`src/rtl/uart_tx_mux_fifo_if.sv`:
```
// Handshake bundle between the two byte producers, the UART transmitter and the merge FIFO.
// The slave modport is the FIFO side; the master modport is the producer/transmitter side.
interface uart_tx_mux_fifo_if #(
  parameter  int DEPTH = 16,
  localparam int PTR_W = $clog2(DEPTH)
);
  logic             req0;
  logic [7:0]       data0;
  logic             req1;
  logic [7:0]       data1;
  logic             tx_busy;
  logic             tx_start;
  logic [7:0]       sdata;
  logic [PTR_W:0]   count;
  logic             full;
  logic             empty;
  logic             overflow;

  modport slave (
    input  req0, data0, req1, data1, tx_busy,
    output tx_start, sdata, count, full, empty, overflow
  );

  modport master (
    output req0, data0, req1, data1, tx_busy,
    input  tx_start, sdata, count, full, empty, overflow
  );
endinterface

```
`src/rtl/uart_tx_mux_fifo.sv`:
```
// Merges two single-cycle byte producers into one shared FIFO and drains it, one byte per
// transmission, into a UART transmitter that reports progress through its busy flag.
module uart_tx_mux_fifo #(
  parameter  int DEPTH = 16,
  localparam int PTR_W = $clog2(DEPTH)
) (
  input  logic clock,
  input  logic reset,
  uart_tx_mux_fifo_if.slave bus
);

  typedef enum logic [1:0] {IDLE, WAIT_BUSY, WAIT_DONE} state_t;

  state_t           state;
  state_t           state_next;
  logic [1:0]       wait_cnt;

  logic [7:0]       mem [DEPTH];
  logic [PTR_W-1:0] rd_ptr;
  logic [PTR_W-1:0] wr_ptr;
  logic [PTR_W-1:0] wr_ptr_second;
  logic [PTR_W:0]   count_q;
  logic [PTR_W:0]   free;
  logic [PTR_W:0]   need1;
  logic             overflow_q;
  logic             tx_start_q;
  logic [7:0]       sdata_q;

  logic             pop;
  logic             accept0;
  logic             accept1;
  logic             drop;

  // A slot freed by this cycle's pop is immediately reusable, so src0 still fits on a full FIFO.
  always_comb begin
    free          = (PTR_W+1)'(DEPTH) - count_q + (PTR_W+1)'(pop);
    need1         = bus.req0 ? (PTR_W+1)'(2) : (PTR_W+1)'(1);
    accept0       = bus.req0 && (free != '0);
    accept1       = bus.req1 && (free >= need1);
    drop          = (bus.req0 && !accept0) || (bus.req1 && !accept1);
    wr_ptr_second = wr_ptr + PTR_W'(accept0);
  end

  always_ff @(posedge clock) begin
    if (accept0) mem[wr_ptr] <= bus.data0;
    if (accept1) mem[wr_ptr_second] <= bus.data1;
  end

  always_ff @(posedge clock) begin
    if (reset) begin
      rd_ptr     <= '0;
      wr_ptr     <= '0;
      count_q    <= '0;
      overflow_q <= 1'b0;
    end else begin
      wr_ptr     <= wr_ptr + PTR_W'(accept0) + PTR_W'(accept1);
      rd_ptr     <= rd_ptr + PTR_W'(pop);
      count_q    <= count_q + (PTR_W+1)'(accept0) + (PTR_W+1)'(accept1) - (PTR_W+1)'(pop);
      overflow_q <= overflow_q | drop;
    end
  end

  always_ff @(posedge clock) begin
    if (reset) begin
      state    <= IDLE;
      wait_cnt <= '0;
    end else begin
      state    <= state_next;
      wait_cnt <= (state == WAIT_BUSY) ? wait_cnt + 2'd1 : 2'd0;
    end
  end

  // WAIT_BUSY gives up after four quiet cycles so a missed start cannot stall the queue.
  always_comb begin
    state_next = state;
    case (state)
      IDLE:      if (pop) state_next = WAIT_BUSY;
      WAIT_BUSY: begin
        if (bus.tx_busy)            state_next = WAIT_DONE;
        else if (wait_cnt == 2'd3)  state_next = IDLE;
      end
      WAIT_DONE: if (!bus.tx_busy) state_next = IDLE;
      default:   state_next = IDLE;
    endcase
  end

  always_comb begin
    pop = (state == IDLE) && (count_q != '0) && !bus.tx_busy;
  end

  always_ff @(posedge clock) begin
    if (reset) begin
      tx_start_q <= 1'b0;
      sdata_q    <= 8'h00;
    end else begin
      tx_start_q <= pop;
      if (pop) sdata_q <= mem[rd_ptr];
    end
  end

  assign bus.tx_start = tx_start_q;
  assign bus.sdata    = sdata_q;
  assign bus.count    = count_q;
  assign bus.full     = (count_q == (PTR_W+1)'(DEPTH));
  assign bus.empty    = (count_q == '0);
  assign bus.overflow = overflow_q;

endmodule

```
`src/flat_wrapper.sv`:
```
// flat-port wrapper written by rule: the top's interface ports become plain ports
module uart_tx_mux_fifo_flat 
#(
  parameter  int DEPTH = 16,
  localparam int PTR_W = $clog2(DEPTH)
)
  (clock, reset, bus_req0, bus_data0, bus_req1, bus_data1, bus_tx_busy, bus_tx_start, bus_sdata, bus_count, bus_full, bus_empty, bus_overflow);
  uart_tx_mux_fifo_if #(.DEPTH(DEPTH)) bus_i ();
  input  logic clock;
  input  logic reset;
  input wire logic [$bits(bus_i.req0)-1:0] bus_req0;
  input wire logic [$bits(bus_i.data0)-1:0] bus_data0;
  input wire logic [$bits(bus_i.req1)-1:0] bus_req1;
  input wire logic [$bits(bus_i.data1)-1:0] bus_data1;
  input wire logic [$bits(bus_i.tx_busy)-1:0] bus_tx_busy;
  output wire logic [$bits(bus_i.tx_start)-1:0] bus_tx_start;
  output wire logic [$bits(bus_i.sdata)-1:0] bus_sdata;
  output wire logic [$bits(bus_i.count)-1:0] bus_count;
  output wire logic [$bits(bus_i.full)-1:0] bus_full;
  output wire logic [$bits(bus_i.empty)-1:0] bus_empty;
  output wire logic [$bits(bus_i.overflow)-1:0] bus_overflow;
  assign bus_i.req0 = bus_req0;
  assign bus_i.data0 = bus_data0;
  assign bus_i.req1 = bus_req1;
  assign bus_i.data1 = bus_data1;
  assign bus_i.tx_busy = bus_tx_busy;
  assign bus_tx_start = bus_i.tx_start;
  assign bus_sdata = bus_i.sdata;
  assign bus_count = bus_i.count;
  assign bus_full = bus_i.full;
  assign bus_empty = bus_i.empty;
  assign bus_overflow = bus_i.overflow;
  uart_tx_mux_fifo #(.DEPTH(DEPTH)) u_core (.clock(clock), .reset(reset), .bus(bus_i));
endmodule
```
`config.mk`:
```
export PLATFORM = sky130hd
export DESIGN_NAME = uart_tx_mux_fifo_flat
export DESIGN_NICKNAME = d
export VERILOG_FILES = /design/src/rtl/uart_tx_mux_fifo_if.sv /design/src/rtl/uart_tx_mux_fifo.sv /design/src/flat_wrapper.sv
export SDC_FILE = /design/constraint.sdc
export NUM_CORES = 1
export LEC_CHECK = 0
export BUFFER_PORTS_ARGS = -buffer_cell sky130_fd_sc_hd__buf_4
export CORE_ASPECT_RATIO = 1.4
export CORE_UTILIZATION = 30
export CTS_CLUSTER_SIZE = 14
export DETAILED_ROUTE_END_ITERATION = 10
export HOLD_SLACK_MARGIN = 0.15
export PLACE_DENSITY_LB_ADDON = 0.08
export REMOVE_ABC_BUFFERS = 1
export SLEW_MARGIN = 20
export SYNTH_ARGS = -nofsm -noshare
export SYNTH_HDL_FRONTEND = slang
export SYNTH_SLANG_ARGS = --single-unit
```
`constraint.sdc`:
```
create_clock -name clock -period 10.6 [get_ports clock]
set_clock_uncertainty 0.1 [all_clocks]
set_input_delay 0 -clock clock [delete_from_list [all_inputs] [get_ports clock]]
set_output_delay 0 -clock clock [all_outputs]
set_load 0.005 [all_outputs]
```
==> metrics.log <==
[metrics] total I/O pin count: 38
[metrics] total via count after detailed routing: 4782
[metrics] Final Hold Vio Count: 0
[metrics] master cell of the clock root buffer: clkbuf_16
[metrics] overflow left after global routing: 0
[metrics] filler cell count in the final layout: ~2500
[metrics] row cnt: 70
[metrics] weighted congestion reported at the end of routability-driven placement: 0.776
[metrics] n_diodes: 0
[metrics] area overhead of the layout relative to synthesis: 18.2%
[metrics] count of mapped cells out of synthesis: approximately 530
[metrics] CP Max Fanout: 16
[metrics] initial antenna violation count: 0
[metrics] cell depth of the worst min-delay path: 6
[metrics] r2r setup slk: 4.28 ns
[metrics] worst path arrival time: around 6.4 ns
[metrics] Hold Slack: 0.241 ns
[metrics] worst hold path endpoint: u_core.bus.count[0]$_SDFF_PP0_
[metrics] Worst setup EP type: register
[metrics] TritonCTS buffer count: 17
[metrics] Core Footprint: ~0.026 sq mm
[metrics] area enclosed by the die boundary: 0.0277 sq mm
[metrics] final period demand of the worst path: 6.32 ns
[metrics] post-route insts no fill: 950
[metrics] placement-stage cell area: between 0.008 and 0.009 sq mm
[metrics] share of flip-flops with an asynchronous set or reset: 0%
[metrics] count of unique library cells instantiated by Yosys: 45
[metrics] Worst Min Path Start: bus_req0
[metrics] Primary FF master, synth: edfxtp_1
[metrics] die outline height: slightly below 200 um
[metrics] net total in the final layout: 617
[metrics] Yosys warning total: 0
[metrics] startpoint-to-endpoint class of the critical path: register to register
[metrics] average wire length per cell after detail routing: 24.2 um
[metrics] post_cts resized: 0
[metrics] setup tns final: 0 ns
[metrics] data required time at the worst endpoint: 10.70 ns
[metrics] number of enable-type register cells in the synthesized netlist: ~130
[metrics] all-layer global routing usage: 17.5%
[metrics] Starting DRT DRC Count: 299
[metrics] clock latency on the worst-skew pair: about 0.44 ns
[metrics] Leakage: about 3.2 nW
[metrics] First-pass DRT Iterations: 6
[metrics] Layout Cell Area excl Fill: 0.00957 sq mm
[metrics] element type at the critical path start: register
[metrics] startpoint of the worst setup timing path: u_core.bus.count[2]$_SDFF_PP0_
[metrics] clock tree from TritonCTS: built
[metrics] Worst Reg2Reg Path Length in Cells: 16
[metrics] initial core utilization: 30.7%
[metrics] max-cap violations: 0
[metrics] Slew headroom: 30.8%
[metrics] die boundary width: 141 um
[metrics] total power density per cell area: 216 mW/mm^2
[metrics] classification of the worst-slack hold path: input pin to register
[metrics] H-tree levels: 4
[metrics] DRC violation count after routing: 0
[metrics] maximum number of pins on one net before global-route repair: 35
[metrics] vias in the first global route: 5039
[metrics] global-route wire length before repair: 33600 um
[metrics] clock slew at reported path FFs: 0.07 ns
[metrics] CTS sink cnt: around 160
[metrics] r2r startpoint: u_core.bus.count[2]$_SDFF_PP0_
[metrics] Final Cycle Share: about three fifths
[metrics] cell count after placement: 888
[metrics] fraction of the yosys area taken by sequential cells: around 54%
[metrics] pin slew with the least headroom to its limit: 1.04 ns
[metrics] run status: complete, no violations
[metrics] Power, Total: 2.06 mW
[metrics] netlist area before placement: 0.00810 sq mm
[metrics] share of cells above drive strength 1: 41.2%
[metrics] IO buf count: 37
[metrics] flip-flop and latch count after synthesis: 155
[metrics] Detailed Place HPWL: 15500 um
[metrics] setup repair after global routing missed its margin: false
[metrics] Achievable Freq: approximately 0.16 GHz
[metrics] final antenna-violating net count: 0
[metrics] Slew Limit Fails: 0
[metrics] maximum count of clock buffers along a single path: 2
[metrics] number of vias per cell: 5.03
[metrics] total wirelength of the detailed-routed design: 23000 um
[metrics] critical register-to-register path endpoint: u_core.mem[2][6]$_DFFE_PP_
[metrics] setup violators final: 0
[metrics] Mapped Avg Cell Area: 15.4 sq um
[metrics] VDD IR-drop max: 0.0951 mV
-- final cells by class --
type / count / area, sq um / share of cell area, %
well taps: 360 / 450 / 4.71
repair buffers: 71 / 608 / 6.35
clock inverters: 14 / 130 / 1.36
multi-input cells: 319 / 3500 / 36.5
flip-flops and latches: 155 / 4390 / 45.8
inverters: 13 / 48.8 / 0.510
clock buffers: 18 / 450 / 4.71
-- synth_stat cells, types with 8 or more instances --
master,number,share of area (%)
clkbuf_1,29,1.3
dfxtp_1,27,6.7
edfxtp_1,128,47
ha_1,17,2.6
inv_1,12,0.56
mux2_2,125,17
mux2i_1,16,2.0
mux4_2,32,8.9
nand3b_1,11,1.0
nor2_1,16,0.74
o21ai_0,9,0.56
o21bai_1,9,0.83
o221ai_1,8,0.87
xnor2_1,10,1.1
-- power by group --
part	internal (mW)	switching, mW
sequential	0.776	0.0503
combinational	0.273	0.352
clock	0.341	0.270
-- sequential cells by signal (all words and copies together), names as in the netlist --
name and count:
u_core.wr_ptr 4, u_core.bus.count 5, u_core.bus.sdata 8, u_core.rd_ptr 4
u_core.state 2, u_core.bus.overflow 1, u_core.bus.tx_start 1, u_core.wait_cnt 2
u_core.mem 128
-- worst max-delay path, stage by stage (launching register included) --
cell	delay (ns)
dfxtp_1	0.33
inv_1	0.14
ha_1	0.23
nor4b_1	0.61
or4_1	0.46
ha_1	0.25
inv_1	0.05
ha_1	0.20
nor3b_1	0.25
a31oi_2	0.10
o41a_1	0.51
ha_1	0.25
ha_1	0.83
nand3_1	0.23
nor3_2	0.58
mux2_2	0.40
dlygate4sd3_1	0.55
-- metal layers --
metal | global-route usage, % | vias up | share of wire [%]
met5 | 0 | - | 0
met3 | 3.01 | 36 | 2.9
met1 | 19.7 | 2461 | 40
li1 | - | 2176 | -
met4 | 7.17 | 0 | 2.8
met2 | 32.4 | 109 | 55
-- repair_timing --
action | 4_1_cts | 5_1_grt
hold endpoints to repair | 155 | 0
hold buffers | 30 | 0
buffers inserted | 0 | 0
-- cells by family after synthesis --
family | after synthesis | synth area share [%]
xor+xnor | 14 | 1.61
mux | 177 | 28.8
buf+inv | 53 | 2.69
simple gates | 76 | 6.67
flops | 155 | 54.1
fa+ha+maj | 19 | 3.12
compound gates | 33 | 2.98
-- cells in the final DEF, fill, tap and decap left out, types with 2 or more instances in the layout --
master	instances
nor4_1	2
nand4_1	4
ha_1	17
or4_1	3
nor4_4	6
inv_6	4
clkbuf_16	18
o21ai_1	8
nand3b_1	11
nor2_1	16
o21bai_1	9
dfxtp_1	26
o221ai_1	8
mux2_2	125
mux2_1	4
fa_1	2
inv_4	4
nand3_1	6
mux2i_1	16
inv_1	12
nor4b_1	2
nor3_2	2
xor2_1	3
xnor2_1	10
nand2_1	6
clkinv_4	4
nor3b_1	2
or3_1	4
nor2b_1	5
dlygate4sd3_1	30
mux4_2	32
edfxtp_1	128
buf_4	41
a21oi_1	2
nand2b_1	3
-- worst max-delay path by stage --
stage / to / slack [ns] / depth (start not counted)
floorplan: u_core.mem[10][0]$_DFFE_PP_ / 5.60 / 15
detailed placement: u_core.mem[6][3]$_DFFE_PP_ / 4.46 / 15
finish: u_core.mem[2][6]$_DFFE_PP_ / 4.28 / 16
global route: u_core.mem[13][5]$_DFFE_PP_ / 3.85 / 17
global placement: u_core.mem[13][6]$_DFFE_PP_ / 4.39 / 16
CTS: u_core.mem[2][6]$_DFFE_PP_ / 4.22 / 16
-- per-stage QoR --
stage	worst slack (ns)	utilization [%]
floorplan	5.60	-
global placement	4.39	32.9
detailed placement	4.46	33.0
CTS	4.22	36.3
global route	3.85	36.3
finish	4.28	36.3
Note: power is estimated with default switching activity, not from simulation.
